<file path="config.mk">
export PLATFORM = sky130hd
export DESIGN_NAME = pc_unit
export DESIGN_NICKNAME = d
export VERILOG_FILES = /design/src/rtl/cpu_pkg.sv /design/src/rtl/pc_fault_check.sv /design/src/rtl/pc_unit.sv
export SDC_FILE = /design/constraint.sdc
export NUM_CORES = 1
export LEC_CHECK = 0
export CORE_UTILIZATION = 25
export DETAILED_ROUTE_END_ITERATION = 12
export GPL_ROUTABILITY_DRIVEN = 0
export SLEW_MARGIN = 20
export SYNTH_ARGS = -nofsm -noshare
export SYNTH_HDL_FRONTEND = slang
export SYNTH_SLANG_ARGS = --single-unit
</file>
<file path="constraint.sdc">
create_clock -name clk -period 3.4 [get_ports clk]
set_clock_uncertainty 0.2 [all_clocks]
set_input_delay 0.68 -clock clk [delete_from_list [all_inputs] [get_ports clk]]
set_output_delay 0.68 -clock clk [all_outputs]
set_load 0.03 [all_outputs]
</file>
<file path="src/rtl/cpu_pkg.sv">
// Shared CPU constants and enumerations for the fetch stage.
package cpu_pkg;

   localparam logic [31:0] RESET_VEC = 32'h0000_3000;
   localparam logic [31:0] EXC_VEC   = 32'h0000_4180;
   localparam logic [31:0] IMEM_LO   = 32'h0000_3000;
   localparam logic [31:0] IMEM_HI   = 32'h0000_4FFC;

   // Next-PC source selection
   typedef enum logic [2:0] {
      SEQ   = 3'd0,
      REDIR = 3'd1,
      ERET  = 3'd2,
      EXC   = 3'd3,
      HOLD  = 3'd4
   } npc_sel_t;

   // Fetch-fault capture state
   typedef enum logic {
      IDLE     = 1'b0,
      CAPTURED = 1'b1
   } flt_state_t;

endpackage

</file>
<file path="src/rtl/pc_fault_check.sv">
// Combinational fetch-address legality check: word alignment plus the
// inclusive [LO, HI] instruction-memory window (unsigned compare).
module pc_fault_check import cpu_pkg::*; #(
   parameter int               WIDTH = 32,
   parameter logic [WIDTH-1:0] LO    = WIDTH'(cpu_pkg::IMEM_LO),
   parameter logic [WIDTH-1:0] HI    = WIDTH'(cpu_pkg::IMEM_HI)
) (
   input  logic [WIDTH-1:0] addr,
   output logic             fault
);

   // Flag misaligned or out-of-window addresses
   always_comb begin
      fault = (addr[1:0] != 2'b00) || (addr < LO) || (addr > HI);
   end

endmodule

</file>
<file path="src/rtl/pc_unit.sv">
// Fetch-stage program counter: next-PC selection (sequential, redirect,
// ERET, exception vector), fetch-fault capture and fetched-cycle counter.
module pc_unit import cpu_pkg::*; #(
   parameter int               WIDTH     = 32,
   parameter logic [WIDTH-1:0] RESET_VEC = WIDTH'(cpu_pkg::RESET_VEC),
   parameter logic [WIDTH-1:0] EXC_VEC   = WIDTH'(cpu_pkg::EXC_VEC),
   parameter logic [WIDTH-1:0] IMEM_LO   = WIDTH'(cpu_pkg::IMEM_LO),
   parameter logic [WIDTH-1:0] IMEM_HI   = WIDTH'(cpu_pkg::IMEM_HI),
   parameter int               CNT_W     = 32
) (
   input  logic             clk,
   input  logic             reset,
   input  logic             en,
   input  logic             redirect,
   input  logic [WIDTH-1:0] redirect_pc,
   input  logic             exc_req,
   input  logic             eret,
   input  logic [WIDTH-1:0] epc,
   input  logic             fault_ack,
   output logic [WIDTH-1:0] pc,
   output logic [WIDTH-1:0] pc_plus4,
   output logic             fetch_fault,
   output logic [WIDTH-1:0] bad_pc,
   output logic [CNT_W-1:0] fetch_cnt
);

   npc_sel_t         npc_sel;
   logic [WIDTH-1:0] pc_d, pc_q;
   logic             fault_d, fault_q;
   logic [WIDTH-1:0] bad_pc_d, bad_pc_q;
   logic [CNT_W-1:0] cnt_d, cnt_q;
   flt_state_t       state_d, state_q;

   assign pc_plus4 = pc_q + WIDTH'(32'd4);

   // Next-PC source priority: exception beats ERET, stall beats redirect
   always_comb begin
      npc_sel = SEQ;
      if (exc_req) begin
         npc_sel = EXC;
      end else if (en && eret) begin
         npc_sel = ERET;
      end else if (!en) begin
         npc_sel = HOLD;
      end else if (redirect) begin
         npc_sel = REDIR;
      end else begin
         npc_sel = SEQ;
      end
   end

   // Next-PC mux and fetch counter update
   always_comb begin
      pc_d = pc_q;
      case (npc_sel)
         SEQ:     pc_d = pc_plus4;
         REDIR:   pc_d = redirect_pc;
         ERET:    pc_d = epc;
         EXC:     pc_d = EXC_VEC;
         HOLD:    pc_d = pc_q;
         default: pc_d = pc_q;
      endcase
      if (npc_sel != HOLD) begin
         cnt_d = cnt_q + {{(CNT_W-1){1'b0}}, 1'b1};
      end else begin
         cnt_d = cnt_q;
      end
   end

   // Fault flag travels with the PC it describes
   pc_fault_check #(
      .WIDTH (WIDTH),
      .LO    (IMEM_LO),
      .HI    (IMEM_HI)
   ) u_fault_check (
      .addr  (pc_d),
      .fault (fault_d)
   );

   // Fault capture FSM: latch the first faulting pc until CP0 acks it
   always_comb begin
      state_d  = state_q;
      bad_pc_d = bad_pc_q;
      case (state_q)
         IDLE: begin
            if (fault_q) begin
               state_d  = CAPTURED;
               bad_pc_d = pc_q;
            end else begin
               state_d  = IDLE;
            end
         end
         CAPTURED: begin
            if (fault_ack) begin
               state_d = IDLE;
            end else begin
               state_d = CAPTURED;
            end
         end
         default: state_d = IDLE;
      endcase
   end

   // State registers with synchronous active-low reset
   always_ff @(posedge clk) begin
      if (!reset) begin
         pc_q     <= RESET_VEC;
         fault_q  <= 1'b0;
         bad_pc_q <= '0;
         cnt_q    <= '0;
         state_q  <= IDLE;
      end else begin
         pc_q     <= pc_d;
         fault_q  <= fault_d;
         bad_pc_q <= bad_pc_d;
         cnt_q    <= cnt_d;
         state_q  <= state_d;
      end
   end

   assign pc          = pc_q;
   assign fetch_fault = fault_q;
   assign bad_pc      = bad_pc_q;
   assign fetch_cnt   = cnt_q;

endmodule

</file>
==> impl_metrics.json <==
{
  "crit_chain": "buf_4 -> nand4_1 -> or4_4 -> or3_4 -> xnor2_1 -> buf_4",
  "ir_drop_uv": 271,
  "min_path_type": "reg -> reg",
  "core_um2": 20600,
  "setup_viol": 0,
  "worstPathRequired_ns": 2.52,
  "drc": 0,
  "ff2ff_setup_slack_ns": 0.62,
  "synthFlopType": "dfxtp_1",
  "h-tree-depth": 3,
  "synth_warnings": 0,
  "syn-instance-count": 683,
  "clock_path_buffers": 2,
  "synth_edf_count": 0,
  "nets": 960,
  "p_total_uw": 2950,
  "worstSetupPathType": "reg -> out",
  "routed_wl_um": 20000,
  "p_leak_uw": 0.00304,
  "drive_gt1_share_pct": 11.8,
  "cp.arrival_ns": 2.40,
  "grt_overflow": 0,
  "setup_tns_ns": 0,
  "die_area_um2": 21900,
  "vias": 5755,
  "path_max_fanout": 8,
  "final_hold_viol_count": 0,
  "clk_latency_ns": 0.35,
  "crit_path_max_incr_delay_ns": 0.54,
  "maxCapViolations": 0,
  "wl_per_cell_um": 17.2,
  "tritoncts": "done",
  "first_global_vias": 5334,
  "slew_viol_final": 0,
  "syn_area_per_cell_um2": 7.78,
  "antenna_found_initial": 1,
  "fp.dieW_um": 148,
  "area_growth_pct": 54.4,
  "grt_pass1_wl_um": 30300,
  "cts-root-buf": "clkbuf_16",
  "die_h_um": 148,
  "synth-seq-cells": 98,
  "io_pins": 200,
  "status": "finished clean",
  "crit_path_start_kind": "register",
  "drt_first_iter_violations": 386,
  "synth_seq_area_share_pct": 36.9,
  "relSlewSlack_pct": 54.2,
  "max_freq_ghz": 0.305,
  "synth_nets": 756,
  "fin_crit_sh_pct": 96.5,
  "clk_pin_slew_ns": 0.07,
  "syn_area_um2": 5320,
  "via_per_inst": 4.95,
  "cpMaxStageDelayCell": "or4_4",
  "final_common_cell": "clkdlybuf4s50_1",
  "row_count": 52,
  "postRouteAntennaNets": 0,
  "globalRouteTotalUtil_pct": 17.9,
  "crit_path_frequent_cell": "buf_4",
  "period_minus_slack_ns": 3.28,
  "dr.pass1.iters": 5,
  "portBuffers": 199,
  "yosysUniqueCellTypes": 63,
  "start_util_pct": 25.9,
  "layout_common_cells": "clkdlybuf4s50_1, nand2_1, dfxtp_1",
  "powerDensity_nw_per_um2": 359,
  "worstMarginPinSlew_ns": 0.687,
  "grt_max_degree": 49,
  "fillers": 2147,
  "cts.sinks": 98,
  "dp_hpwl_um": 15400,
  "rsz0062_at_grt": "no",
  "cts_buffers": 9,
  "crit_path_end_kind": "output pin",
  "async_flop_share_pct": 0
}
-- layout make-up --
cell class                 instances  area, um2  share of cell area [%]
inverter                          14       52.6                   0.640
tap                              270        338                    4.11
multi-input combinational        520       3120                    38.1
sequential                        98       1970                    24.0
antenna                            1       2.50                  0.0305
clock buffer                      10        239                    2.91
timing repair buffer             244       2390                    29.1
clock inverter                     6       96.3                    1.17
-- power by group --
part	switching, uW	leakage, uW	internal [uW]
clock network	478	0.000161	675
logic	321	0.00209	260
registers	34.7	0.000797	1180
-- synthesized netlist by cell type, types with 4 or more instances --
master      n  area (um2)
a21oi_1    64         320
and4_1      7        61.3
nor2b_1     5        31.3
buf_1       7        26.3
xnor2_1    25         219
clkbuf_1   34         128
nand2b_1    5        31.3
nand4_1    12        75.1
nand3_1    25         125
a31oi_1    13        81.3
a221o_1     6        60.1
xor2_1     30         263
nor2_1     45         169
inv_1      14        52.6
nand2_1   119         447
or3_1       8        50.1
and2_1     15        93.8
o21ai_0    29         145
o21a_1      4        30.0
a221oi_1    4        35.0
o22ai_1     8        50.1
nor3_1     11        55.1
dfxtp_1    98        1960
nand3b_1   13        97.6
nor4_1      9        56.3
buf_2       7        35.0
and3_1      8        50.1
-- timing repair --
action,CTS,global route
endpoints found under the setup margin,2,10
hold buffers,0,0
pin swaps,0,2
hold endpoints to repair,0,0
gates resized for setup,2,8
setup buffers,0,2
-- layer usage --
metal | track usage, % | wire (um) | vias to the layer above
li1 | - | - | 2833
met1 | 22.9 | 8670 | 2714
met2 | 28.7 | 9460 | 180
met3 | 4.48 | 1340 | 28
met4 | 7.01 | 487 | 0
met5 | 0 | 0 | -
-- stage by stage --
stage	utilization (%)	hold WS [ns]	worst slack [ns]	area (um2)	cells
2_1_floorplan	-	0.258	0.116	5320	683
3_3_place_gp	38.1	0.242	0.233	7830	1144
3_5_place_dp	38.1	0.246	0.166	7830	1144
4_1_cts	39.7	0.257	0.00726	8170	1160
5_1_grt	39.9	0.274	0.00780	8210	1163
6_report	39.9	0.255	0.120	8210	1163
-- registers in the layout (all words and copies together), names as in the netlist --
name / count
state_q: 1
fetch_fault: 1
pc: 32
fetch_cnt: 32
bad_pc: 32
-- worst paths after layout --
path / startpoint / end / depth (start not counted)
max: pc[2] / pc_plus4[23] / 6
min: bad_pc[2] / bad_pc[2] / 2
max reg2reg: pc[17] / fetch_fault / 7
min reg2reg: bad_pc[2] / bad_pc[2] / 2
-- logic make-up (layout without fill, tap and decap cells) --
group | Yosys count | after routing | share of synthesized area [%]
buffers and inverters | 65 | 274 | 4.92
other | 0 | 1 | 0
flip-flops | 98 | 98 | 36.9
adder cells (fa/ha/maj) | 2 | 2 | 0.471
multiplexers | 2 | 2 | 0.377
XOR/XNOR | 55 | 55 | 9.06
AO/OA/AOI/OAI | 162 | 162 | 19.2
AND/OR/NAND/NOR | 299 | 299 | 29.1
-- critical path: cells and delay by family, from the launching register on --
family                 cells  cell delay [ns]
flip-flops                 1             0.33
buffers and inverters      2             0.35
AND/OR/NAND/NOR            3             1.20
XOR/XNOR                   1             0.16
Note: power is estimated with default switching activity, not from simulation.
